**src/rtl/microcode_sequencer.sv**
```systemverilog
// Microcode sequencer: owns the micro-PC, latches microword fields and computes the next micro-address.
// Optional return stack for CALL/RET is enabled by defining MICRO_STACK_EN.
module microcode_sequencer #(
    parameter int ADDR_WIDTH  = 8,
    parameter int SEL_WIDTH   = 2,
    parameter int ALU_WIDTH   = 2,
    parameter int COND_COUNT  = 4,
    parameter int STACK_DEPTH = 4,
    parameter int RESET_ADDR  = 0,
    localparam int CS_WIDTH   = $clog2(COND_COUNT),
    localparam int WORD_WIDTH = 1 + SEL_WIDTH + ALU_WIDTH + 3 + CS_WIDTH + ADDR_WIDTH
) (
    input  logic                  clock,
    input  logic                  reset,
    input  logic                  stall,
    output logic [ADDR_WIDTH-1:0] control_store_address,
    input  logic [WORD_WIDTH-1:0] control_store_data,
    input  logic [COND_COUNT-1:0] conditions,
    input  logic [ADDR_WIDTH-1:0] dispatch_address,
    output logic                  output_enable,
    output logic [SEL_WIDTH-1:0]  output_register_selector,
    output logic [ALU_WIDTH-1:0]  alu_opcode,
    output logic                  microword_valid,
    output logic                  halted,
    output logic                  stack_overflow,
    output logic                  stack_underflow
);

    localparam int SEL_LSB  = 1;
    localparam int ALU_LSB  = SEL_LSB + SEL_WIDTH;
    localparam int MODE_LSB = ALU_LSB + ALU_WIDTH;
    localparam int COND_LSB = MODE_LSB + 3;
    localparam int NEXT_LSB = COND_LSB + CS_WIDTH;

    localparam logic [ADDR_WIDTH-1:0] RESET_PC = ADDR_WIDTH'(RESET_ADDR);

    localparam logic [2:0] M_NEXT = 3'b000;
    localparam logic [2:0] M_JUMP = 3'b001;
    localparam logic [2:0] M_BR_T = 3'b010;
    localparam logic [2:0] M_BR_F = 3'b011;
    localparam logic [2:0] M_DISP = 3'b100;
    localparam logic [2:0] M_CALL = 3'b101;
    localparam logic [2:0] M_RET  = 3'b110;
    localparam logic [2:0] M_HALT = 3'b111;

    typedef enum logic {S_RUN, S_HALT} state_t;

    state_t                state, state_next;
    logic [ADDR_WIDTH-1:0] pc, pc_next, pc_inc;
    logic                  cond_bit;

    logic                  f_oe;
    logic [SEL_WIDTH-1:0]  f_sel;
    logic [ALU_WIDTH-1:0]  f_alu;
    logic [2:0]            f_mode;
    logic [CS_WIDTH-1:0]   f_cond;
    logic [ADDR_WIDTH-1:0] f_next;

    assign f_oe   = control_store_data[0];
    assign f_sel  = control_store_data[SEL_LSB  +: SEL_WIDTH];
    assign f_alu  = control_store_data[ALU_LSB  +: ALU_WIDTH];
    assign f_mode = control_store_data[MODE_LSB +: 3];
    assign f_cond = control_store_data[COND_LSB +: CS_WIDTH];
    assign f_next = control_store_data[NEXT_LSB +: ADDR_WIDTH];

    // Wraps naturally at the top of the address space.
    assign pc_inc                = pc + 1'b1;
    assign control_store_address = pc;
    assign halted                = (state == S_HALT);

    always_comb begin
        cond_bit = conditions[0];
        if (int'(f_cond) < COND_COUNT) cond_bit = conditions[f_cond];
    end

`ifdef MICRO_STACK_EN
    localparam int SP_WIDTH  = $clog2(STACK_DEPTH + 1);
    localparam int IDX_WIDTH = (STACK_DEPTH > 1) ? $clog2(STACK_DEPTH) : 1;
    localparam logic [SP_WIDTH-1:0] SP_FULL = SP_WIDTH'(STACK_DEPTH);

    logic [ADDR_WIDTH-1:0] stack_mem [STACK_DEPTH];
    logic [SP_WIDTH-1:0]   sp, top_idx;
    logic                  do_push, do_pop, sp_empty;

    assign sp_empty = (sp == '0);
    assign top_idx  = sp_empty ? '0 : sp - 1'b1;
`endif

    always_comb begin
        state_next = state;
        pc_next    = pc_inc;
`ifdef MICRO_STACK_EN
        do_push    = 1'b0;
        do_pop     = 1'b0;
`endif
        if (state == S_HALT) begin
            pc_next = pc;
        end else begin
            case (f_mode)
                M_NEXT: pc_next = pc_inc;
                M_JUMP: pc_next = f_next;
                M_BR_T: pc_next = cond_bit ? f_next : pc_inc;
                M_BR_F: pc_next = cond_bit ? pc_inc : f_next;
                M_DISP: pc_next = dispatch_address;
                M_CALL: begin
                    pc_next = f_next;
`ifdef MICRO_STACK_EN
                    do_push = 1'b1;
`endif
                end
                M_RET: begin
`ifdef MICRO_STACK_EN
                    do_pop  = 1'b1;
                    pc_next = sp_empty ? RESET_PC : stack_mem[top_idx[IDX_WIDTH-1:0]];
`else
                    pc_next = pc_inc;
`endif
                end
                M_HALT: begin
                    pc_next    = pc;
                    state_next = S_HALT;
                end
                default: pc_next = pc_inc;
            endcase
        end
    end

    always_ff @(posedge clock or posedge reset) begin
        if (reset) begin
            state                    <= S_RUN;
            pc                       <= RESET_PC;
            output_enable            <= 1'b0;
            output_register_selector <= '0;
            alu_opcode               <= '0;
            microword_valid          <= 1'b0;
        end else if (!stall) begin
            state                    <= state_next;
            pc                       <= pc_next;
            output_enable            <= f_oe;
            output_register_selector <= f_sel;
            alu_opcode               <= f_alu;
            microword_valid          <= 1'b1;
        end else begin
            microword_valid          <= 1'b0;
        end
    end

`ifdef MICRO_STACK_EN
    // A push into a full stack is dropped but the CALL target is still taken.
    always_ff @(posedge clock or posedge reset) begin
        if (reset) begin
            sp              <= '0;
            stack_overflow  <= 1'b0;
            stack_underflow <= 1'b0;
            for (int i = 0; i < STACK_DEPTH; i++) stack_mem[i] <= '0;
        end else if (!stall) begin
            if (do_push) begin
                if (sp == SP_FULL) begin
                    stack_overflow <= 1'b1;
                end else begin
                    stack_mem[sp[IDX_WIDTH-1:0]] <= pc_inc;
                    sp <= sp + 1'b1;
                end
            end
            if (do_pop) begin
                if (sp_empty) stack_underflow <= 1'b1;
                else          sp <= sp - 1'b1;
            end
        end
    end
`else
    assign stack_overflow  = 1'b0;
    assign stack_underflow = 1'b0;
`endif

endmodule

```
**config.mk**
```make
export PLATFORM = sky130hd
export DESIGN_NAME = microcode_sequencer
export DESIGN_NICKNAME = d
export VERILOG_FILES = /design/src/rtl/microcode_sequencer.sv
export SDC_FILE = /design/constraint.sdc
export NUM_CORES = 1
export LEC_CHECK = 0
export CAP_MARGIN = 0
export CORE_MARGIN = 2
export CORE_UTILIZATION = 41
export CTS_CLUSTER_DIAMETER = 120
export CTS_CLUSTER_SIZE = 25
export DETAILED_ROUTE_END_ITERATION = 7
export GPL_TIMING_DRIVEN = 0
export PLACE_DENSITY = 0.9
export SYNTH_ARGS = -nofsm -noshare
export SYNTH_HDL_FRONTEND = slang
export SYNTH_SLANG_ARGS = --single-unit
```
**constraint.sdc**
```tcl
create_clock -name clock -period 2 [get_ports clock]
set_input_delay 0.6 -clock clock [delete_from_list [all_inputs] [get_ports clock]]
set_output_delay 0.6 -clock clock [all_outputs]
set_load 0.05 [all_outputs]
```
# ---- After elaboration in Yosys (flattened, before gate mapping)
# Index checks and enable logic that the tools add are counted.
dict set report word_totals {
  in_bits 33
  wordCells 30
  out_inout_bits 17
  register_bits 15
}
dict set report classes {
  n_reduce_logical 4
  n_lt_le_gt_ge 1
  eq_ne 7
  n_bitwise 3
  mux 8
  add_sub_neg 1
}
# operator n
set ops {}
lappend ops {{$pmux 8 s5} 1}
lappend ops {{$mux 8} 2}
lappend ops {{$eq 3x3->1 const B} 4}
lappend ops {{$add 8x1->8 const B} 1}
lappend ops {{$eq 3x2->1 const B} 2}
lappend ops {{$mux 1} 4}
lappend ops {{$reduce_or 2->1} 2}
lappend ops {{$eq 3x1->1 const B} 1}
lappend ops {{$logic_not 3->1} 1}
lappend ops {{$lt 2x3->1 const B} 1}
lappend ops {{$not 1->1} 3}
lappend ops {{$reduce_and 3->1} 1}
lappend ops {{$bmux 1 s2} 1}

# ---- Longest topological paths before layout
dict set report logic_depth {
  ltp_word 4
  depth_mapped 7
  depth_no_buf 6
}

# ---- Worst setup path after synthesis
# Ideal clock, no wire load.
dict set report synth_timing {
  path_kind {in2reg}
  startpoint {input port control_store_data[8]}
  endpoint {register pc[4] (netlist: control_store_address[4])}
  n_path_buf 0
  t_required_ps 1865
  setup_ps 135
  path_stages 5
  arrival_ps 2012
  setup_slack_ps -147
  path_cell_list {mux4_2 a31oi_2 nand2_4 a221oi_1 a211oi_2}
}
dict set report synth_via {
  elab_chain_cells 4
  elab_cells_between_ends 5
  classes_between {mux: 5}
}
# element line_no
set synth_lines {}
lappend synth_lines {{start, declared} 17} ;# input logic [WORD_WIDTH-1:0] control_store_data,
lappend synth_lines {{$bmux 1 s2 (*)} 73} ;# if (int'(f_cond) < COND_COUNT) cond_bit = conditions[f_cond];
lappend synth_lines {{$mux 1 (implied by the code) (*)} 73}
lappend synth_lines {{$mux 8 (on tied branches)} {103, 102}}
lappend synth_lines {{$pmux 8 s5 (*)} 99} ;# case (f_mode)
lappend synth_lines {{end signal, assigned} 138} ;# pc <= pc_next;
lappend synth_lines {{end, declared} 49} ;# logic [ADDR_WIDTH-1:0] pc, pc_next, pc_inc;
# Every way passes the cells marked *; elsewhere a longest branch is shown, timed or not. The select of a mux whose other input is x is not followed.
# A chain may end at the register's enable or synchronous reset.

# ---- Worst setup path in the final report
dict set report layout_timing {
  startpoint {input port control_store_data[8]}
  endpoint {register pc[6] (netlist: control_store_address[6])}
}
# The elaborated chain is that of the path after synthesis.

==> results.py <==
metrics = {
    "sta": {
        "relSlewSlack_pct": 61.52,
        "fin_crit_sh_pct": 98.89,
        "drv_slew": 0,
        "rsz0062_at_grt": "true",
        "worst_pin_slew_ns": 0.5765,
        "fmax_mhz": 505.6,
        "period_minus_slack_ns": 1.978,
        "clock_skew_ns": 0.002180,
        "hold_violations": 0,
        "setup_viol": 0,
    },
    "synth": {
        "synth_cell_types": 40,
        "synthDominantCellAreaShare_pct": 34.17,
        "synth_flop_cell": "dfrtp_1",
        "synth_cells": 114,
        "async_flop_share_pct": 100.0,
        "ys_warn_count": 0,
        "synth_edf_count": 0,
        "yosysTopAreaCell": "dfrtp_1",
        "syn-cell-area_um2": 1099,
        "ys_top_cells_by_count": "15 x dfrtp_1, 8 x nand2_1, 8 x o21ai_0",
        "ys_ff_latch": 15,
        "ys_seq_area_share_pct": 34.17,
        "syn_area_per_cell_um2": 9.636,
        "synth_most_common_cell": "dfrtp_1",
        "synthTopCellsByArea": "dfrtp_1 34%, mux2_2 6.2%, a2111oi_4 5.0%",
    },
    "detailed_routing": {
        "wl_mm": 3.191,
        "vias_per_cell": 5.809,
        "ant_nets": 0,
        "detail_route.wl_per_cell_um": 16.04,
        "drt_pass1_iterations": 4,
        "drt_iter0_drc": 52,
        "via_count": 1156,
        "drc_errors": 0,
    },
    "die": {
        "rows": 18,
        "die_y_um": 55.76,
        "initial_core_util_pct": 43.94,
        "dieArea_um2": 3109,
        "fp.dieW_um": 55.76,
        "core_um2": 2500,
        "io_pins": 50,
    },
    "setup_path": {
        "cp_max_fo": 6,
        "endpoint": "control_store_address[6]",
        "r2r_end": "control_store_address[2]",
        "slowest_delay_ns": 0.61,
        "worstSetupEndpointType": "register",
        "arrival_ns": 2.16,
        "cpMostUsedCell": "buf_6",
        "cp_top_family": "multiplexers",
        "startpoint_type": "input port",
        "worstPathRequired_ns": 2.18,
        "slowest_stage": "mux4_2",
        "crit-reg2reg-launch": "control_store_address[1]",
        "crit_start": "control_store_data[8]",
        "path_buf_inv": 2,
        "r2r_cells": 6,
        "path_class": "in2reg",
        "path_cells": "buf_6 > mux4_2 > mux2i_4 > buf_6 > nand2_4 > a221oi_2 > nor3_1",
        "cp.depth": 7,
        "reg2reg_setup_slack_ns": 0.26,
    },
    "pwr": {
        "ir_drop_v": 0.0009072,
        "p_per_area_nw_per_um2": 929.6,
        "leakagePower_uw": 0.0006711,
    },
    "placed_design": {
        "place_congestion": 0.9179,
        "hpwlAfterDp_mm": 2.326,
        "dpl_cell_area_um2": 1624,
        "portBuffers": 45,
    },
    "cells_and_area": {
        "fin_area_um2": 1714,
        "final_util_pct": 68.57,
        "fillers": 215,
        "area_growth_pct": 56.04,
        "drive_gt1_share_pct": 28.40,
        "diodes": 0,
        "multi_input_area_um2": 747.0,
        "seqCellArea_um2": 375.4,
        "nNetsFinal": 204,
    },
    "run_status": {
        "status": "finished, final reports clean",
    },
    "clock_network": {
        "hold_buffers": 0,
        "cts_max_level": 1,
        "clock_latency_ns": 0.29,
        "cts-root-buf": "clkbuf_4",
        "cts_sinks": 15,
        "clk_pin_slew_ns": 0.09,
        "cts_tree": "done",
        "cts_buffer_depth": 2,
        "numCtsBuffers": 3,
    },
    "worst_hold_path": {
        "hold_path.class": "reg2reg",
        "hp-start": "alu_opcode[0]",
    },
    "run": {
        "cap_violations": 0,
    },
    "global_routing": {
        "grt.overflow.total": 0,
        "grt_pass1_vias": 1170,
        "grt_pass1_wl_mm": 5.181,
        "grt_use_total_pct": 20.92,
        "grt_start_max_net_pins": 16,
        "antenna_found_initial": 0,
    },
}
## power by group
| part | switching (uW) | leakage [uW] | internal (uW) |
|---|---|---|---|
| Combinational | 582 | 0.000485 | 321 |
| Clock | 103 | 0.0000177 | 74.4 |
| Sequential | 126 | 0.000168 | 387 |
## per-layer routing
layer | GRT usage [%] | vias up | wire, um
met3 | 3.488 | 7 | 297
met2 | 37.41 | 72 | 1578
met1 | 24.09 | 534 | 1248
met4 | 9.756 | 0 | 66
li1 | - | 543 | -
met5 | 0 | - | 0
## worst reg2reg max path, cell delays in order (launching register included)
cell	delay (ns)
dfrtp_1	0.44
ha_1	0.26
xor2_1	0.16
mux2_4	0.27
a32o_1	0.25
nor3_2	0.16
o21ai_1	0.08
## worst min-delay path by stage
stage | slack (ns) | end | cells after the start
floorplan | 0.50 | alu_opcode[0] | 1
global placement | 0.48 | output_enable | 1
detailed placement | 0.50 | alu_opcode[0] | 1
CTS | 0.51 | alu_opcode[0] | 1
global route | 0.53 | output_register_selector[0] | 1
finish | 0.51 | alu_opcode[0] | 1
## cell type report
cell class,count,share of cell area [%]
clock inverter,1,0.2920
tap,30,2.190
buffer,7,2.847
timing repair buffer,49,26.35
sequential,15,21.90
multi-input combinational,87,43.58
inverter,7,1.533
clock buffer,3,1.314
## placed cells by master, fill, tap and decap left out, drive strengths merged, types with 2 or more instances in the layout
master,count
mux2,6
and3,2
nand2,10
nor2b,3
o21ai,9
nand4,2
nor3,5
clkdlybuf4s50,23
dlygate4sd2,16
a31oi,3
a21oi,7
conb,2
inv,7
dfrtp,15
a211oi,5
nor2,7
clkbuf,6
buf,13
a221oi,5
a31o,2
a32o,2
a2111oi,3
o211ai,2
## cells by family (layout without fill, tap and decap cells)
group,Yosys count,count (layout),synth area share (%)
compound gates,42,42,32.80
xor+xnor,2,2,1.595
fa+ha+maj,1,1,1.139
buf+inv,14,67,5.580
flops,15,15,34.17
mux,8,8,10.25
other cells,1,2,0.3414
simple gates,31,32,14.12
## registers in the layout, indices dropped and copies added (netlist names)
name                      cells
output_register_selector      2
halted                        1
control_store_address         8
microword_valid               1
output_enable                 1
alu_opcode                    2
## repair_timing
| action | CTS | global route |
|---|---|---|
| gates cloned | 1 | 0 |
| pin swaps | 9 | 8 |
| endpoints found under the hold margin | 0 | 0 |
| gates resized for setup | 45 | 11 |
| setup endpoints to repair | 23 | 8 |
| setup buffers | 4 | 0 |
## per-stage QoR
stage / total power (uW) / hold slack [ns] / instances / worst slack (ns) / setup TNS (ns)
after floorplan: 1115 / 0.5015 / 115 / -0.06996 / -0.1913
after global placement: 1403 / 0.4847 / 190 / -0.6391 / -4.742
after detailed placement: 1433 / 0.4965 / 190 / -0.7015 / -5.193
after CTS: 1571 / 0.5147 / 199 / -0.01200 / -0.01200
after global routing: 1682 / 0.5342 / 199 / -0.01659 / -0.05047
final: 1593 / 0.5105 / 199 / 0.02210 / 0
No activity file was read; power rests on OpenSTA's default activity.
